### src/rtl/volume_ctrl.sv
// ----------------------------------------------------------------------------
// volume_ctrl
//
// Saturating volume level with mute and a smoothed amplitude output. Sits
// directly after the button conditioning stage and runs in the div_15 domain.
//
// Ports:
//   clk        in   1        block clock (div_15 at the top level)
//   rst        in   1        synchronous, active-high reset
//   volUP      in   1        one-cycle request to raise the level
//   volDOWN    in   1        one-cycle request to lower the level
//   mute       in   1        one-cycle request to toggle mute
//   level      out  LEVEL_W  current volume level (registered)
//   muted      out  1        current mute state (registered)
//   amp        out  AMP_W    amplitude scale, ramps toward target (registered)
//   ramping    out  1        amp differs from target (combinational)
//   limit_hit  out  1        one-cycle pulse for a press at a level boundary
// ----------------------------------------------------------------------------
module volume_ctrl #(
    parameter int               LEVEL_W    = 3,
    parameter int               LEVEL_MAX  = 5,
    parameter int               LEVEL_INIT = 3,
    parameter int               AMP_W      = 16,
    parameter logic [AMP_W-1:0] AMP_STEP   = 16'h1000,
    parameter logic [AMP_W-1:0] RAMP_INC   = 16'h0400,
    parameter int               RAMP_DIV   = 4
) (
    input  logic               clk,
    input  logic               rst,
    input  logic               volUP,
    input  logic               volDOWN,
    input  logic               mute,
    output logic [LEVEL_W-1:0] level,
    output logic               muted,
    output logic [AMP_W-1:0]   amp,
    output logic               ramping,
    output logic               limit_hit
);

    localparam int CNT_W = (RAMP_DIV > 1) ? $clog2(RAMP_DIV) : 1;

    localparam logic [LEVEL_W-1:0] LVL_MAX  = LEVEL_W'(LEVEL_MAX);
    localparam logic [LEVEL_W-1:0] LVL_INIT = LEVEL_W'(LEVEL_INIT);
    localparam logic [AMP_W-1:0]   AMP_INIT = AMP_W'(LEVEL_INIT * AMP_STEP);
    localparam logic [CNT_W-1:0]   CNT_LAST = CNT_W'(RAMP_DIV - 1);
    // Ramp arithmetic is one bit wider than the amplitude word.
    localparam logic [AMP_W:0]     STEP_X   = {1'b0, AMP_STEP};
    localparam logic [AMP_W:0]     INC_X    = {1'b0, RAMP_INC};

    logic [LEVEL_W-1:0] level_q, level_d;
    logic               muted_q, muted_d;
    logic [AMP_W-1:0]   amp_q, amp_d;
    logic [CNT_W-1:0]   ramp_cnt_q, ramp_cnt_d;
    logic               limit_q, limit_d;

    logic [AMP_W:0] target_x;
    logic [AMP_W:0] amp_x;
    logic [AMP_W:0] diff_x;
    logic [AMP_W:0] step_x;
    logic [AMP_W:0] amp_next_x;
    logic           unused_amp_msb;

    // Target and distance to it, from registered state only.
    always_comb begin
        target_x = muted_q ? '0 : ((AMP_W+1)'(level_q) * STEP_X);
        amp_x    = {1'b0, amp_q};
        diff_x   = (target_x >= amp_x) ? (target_x - amp_x) : (amp_x - target_x);
        // Clamping the step to the remaining distance prevents overshoot.
        step_x   = (diff_x > INC_X) ? INC_X : diff_x;
        amp_next_x = (target_x > amp_x) ? (amp_x + step_x) : (amp_x - step_x);
    end

    // The step never overshoots, so the result always fits in AMP_W bits.
    assign unused_amp_msb = amp_next_x[AMP_W];

    always_comb begin
        // NOTE: every variable gets a default first so no path leaves it
        // unassigned; otherwise synthesis infers a latch.
        level_d    = level_q;
        muted_d    = muted_q ^ mute;
        limit_d    = 1'b0;
        amp_d      = amp_q;
        ramp_cnt_d = ramp_cnt_q;

        // Simultaneous up and down cancel each other, including at limits.
        if (volUP && !volDOWN) begin
            if (level_q == LVL_MAX) limit_d = 1'b1;
            else                    level_d = level_q + LEVEL_W'(1);
        end else if (volDOWN && !volUP) begin
            if (level_q == '0)      limit_d = 1'b1;
            else                    level_d = level_q - LEVEL_W'(1);
        end

        // A target change mid-ramp keeps the counter phase.
        if (amp_x == target_x) begin
            ramp_cnt_d = '0;
        end else if (ramp_cnt_q != CNT_LAST) begin
            ramp_cnt_d = ramp_cnt_q + CNT_W'(1);
        end else begin
            ramp_cnt_d = '0;
            amp_d      = amp_next_x[AMP_W-1:0];
        end
    end

    // NOTE: sequential state uses non-blocking assignments so every register
    // samples the pre-edge values, independent of statement order.
    always_ff @(posedge clk) begin
        if (rst) begin
            level_q    <= LVL_INIT;
            muted_q    <= 1'b0;
            amp_q      <= AMP_INIT;
            ramp_cnt_q <= '0;
            limit_q    <= 1'b0;
        end else begin
            level_q    <= level_d;
            muted_q    <= muted_d;
            amp_q      <= amp_d;
            ramp_cnt_q <= ramp_cnt_d;
            limit_q    <= limit_d;
        end
    end

    assign level     = level_q;
    assign muted     = muted_q;
    assign amp       = amp_q;
    assign limit_hit = limit_q;
    assign ramping   = (amp_x != target_x);

endmodule

### config.mk
export PLATFORM = sky130hd
export DESIGN_NAME = volume_ctrl
export DESIGN_NICKNAME = d
export VERILOG_FILES = /design/src/rtl/volume_ctrl.sv
export SDC_FILE = /design/constraint.sdc
export NUM_CORES = 1
export LEC_CHECK = 0
export CAP_MARGIN = 5
export CORE_ASPECT_RATIO = 2
export CORE_UTILIZATION = 55
export CTS_CLUSTER_SIZE = 40
export DETAILED_ROUTE_END_ITERATION = 10
export PLACE_DENSITY = 0.78
export SLEW_MARGIN = 10
export SYNTH_ARGS = -nofsm -noshare
export SYNTH_HDL_FRONTEND = slang
export SYNTH_SLANG_ARGS = --single-unit
### constraint.sdc
create_clock -name clk -period 17.6 [get_ports clk]
set_clock_uncertainty 0.15 [all_clocks]
set_input_delay 4.4 -clock clk [delete_from_list [all_inputs] [get_ports clk]]
set_output_delay 4.4 -clock clk [all_outputs]
set_load 0.03 [all_outputs]
==> impl_metrics.ini <==
[synth]
synth_area_um2 = 3010
yosysMostFrequentCell = nand2_1
synthArstFlopShare = 0
yosysWarnings = 0
syn_inst = 394
ys_top_cells_by_count = 47 x nand2_1, 33 x nor2_1, 28 x a21oi_1
synth_edf_count = 0
yosys.area.top_type_share = 0.153
yosysUniqueCellTypes = 77
ys_ff_latch = 23
synth_ff_type = dfxtp_1
syn_area_per_cell_um2 = 7.63
synth_top_area_cell = dfxtp_1
syn-num-nets = 428
ys_seq_area_frac = 0.153
ys_top_cells_by_area = dfxtp_1 15%, ha_1 11%, nand2_1 5.9%

[worst_setup_path]
cp.arrival_ns = 2.89
crit_fanout = 8
critPathKind = register to primary output
cp-end-kind = primary output
startpoint_type = register
crit_required_ns = 13.05

[clock_network]
cts_setup_buffers = 0
htreeDepth = 1
cts-hold-fix-buffers = 0
numCtsBuffers = 3
cts_max_path_buffers = 2
cts_resized = 0
path_clk_slew_ns = 0.10
numClockSinks = 23
cts_tree = yes
clock_latency_ns = 0.29
cts-root-buf = clkbuf_8

[global_route]
grtUsageTotal = 0.326
antenna_found_initial = 0
overflow = 0
first_global_vias = 2940
grt_pass1_wl_um = 14000
grt_max_degree = 20

[drt]
viasPerCell = 6.53
wirelength_um = 8700
ant_nets = 0
route.detailed.drc = 0
vias = 3036
drt-wirelength-per-cell_um = 18.7
first_pass_iters = 5
drt_iter0_drc = 152

[sta]
fmax_mhz = 134
slew_viol_final = 0
rsz0062_at_grt = false
hold_ws_ns = 0.278
period_needed_ns = 7.44
max-slew-margin-rel = 0.365
hold_viol = 0
fin_crit_sh = 0.423
finalSetupViolations = 0
setup_tns_ns = 0
tightest_slew_ns = 0.950

[cells_and_area]
n_antenna_cell = 0
drive_above_1_share = 0.0934
nets = 442
syn2layout_area_growth_pct = 9.36

[power_and_ir_drop]
irDropWorstVdd_v = 0.000109
power.density_nw_per_um2 = 126
leakagePower_uw = 0.00136

[place]
place.gp.congestion = 0.968
dp_hpwl_um = 6680
io_buffer_count = 26

[die]
coreArea_um2 = 5180
initial_core_util = 0.580
die_w_um = 54.3
pin_count = 27
rows = 37
die-area_um2 = 5790
die_y_um = 107

[status]
outcome = finished, final reports clean

[job]
max-cap-violations = 0

[min_path]
min_path_type = register to register
==> cells in the final DEF (no fill, tap or decap), types with 8 or more instances in the layout <==
| cell | instances |
|---|---|
| dfxtp_1 | 23 |
| a21oi_1 | 28 |
| xnor2_1 | 15 |
| or3_1 | 11 |
| nor3_1 | 17 |
| nand3_1 | 8 |
| inv_1 | 20 |
| ha_1 | 26 |
| o21ai_0 | 15 |
| nor2_1 | 33 |
| nand2_1 | 47 |
| clkdlybuf4s50_1 | 26 |
==> stage by stage <==
step	total power [uW]	std cells	util	instance area [um^2]	setup slack, ns
2_1_floorplan	309	394	-	3010	11.06
3_3_place_gp	368	461	0.625	3240	10.57
3_5_place_dp	371	461	0.625	3240	10.51
4_1_cts	411	465	0.634	3290	10.17
5_1_grt	444	465	0.634	3290	10.04
6_report	415	465	0.634	3290	10.16
==> sequential cells by signal, summed over array words and instances, names as in the netlist <==
name,cells
amp,16
level,3
limit_hit,1
muted,1
ramp_cnt_q,2
==> logic make-up after synthesis <==
| logic type | synth area share |
|---|---|
| simple gates | 0.337 |
| compound gates | 0.240 |
| buf+inv | 0.0595 |
| fa+ha+maj | 0.128 |
| flops | 0.153 |
| xor+xnor | 0.0641 |
| mux | 0.0171 |
| other cells | 0.00125 |
==> worst max-delay path: stages, from the launching register on <==
cell and delay (ns):
dfxtp_1 0.49, nand2b_1 0.13, ha_1 0.28, nor3b_1 0.35, nand4_1 0.23, or3_1 0.49
clkdlybuf4s50_1 0.64
==> final timing paths <==
kind,from,to,slack [ns],cells after the start
max,level[1],ramping,10.16,6
min,ramp_cnt_q[0],ramp_cnt_q[0],0.28,1
max reg2reg,muted,amp[15],10.72,24
min reg2reg,ramp_cnt_q[0],ramp_cnt_q[0],0.28,1
==> area by class of cell <==
type                    count  area (um^2)
multi-input cells         333         2370
fillers                   489         1900
flip-flops and latches     23          460
repair buffers             26          260
inverters                  21         78.8
well taps                  58         72.6
clock buffers               3         41.3
clock inverters             1         7.51
==> power by group <==
part	total [uW]	switching [uW]	leakage [uW]	internal, uW
Sequential	68.4	10.5	0.000187	57.9
Clock	38.5	22.3	0.0000217	16.2
Combinational	308	187	0.00116	122
==> metal layers <==
layer,share of wire,GRT usage,vias up
met2,0.51,0.536,94
met5,0,0,-
li1,-,-,1454
met4,0.055,0.201,0
met1,0.38,0.368,1452
met3,0.053,0.0525,36
Note: power is estimated with default switching activity, not from simulation.
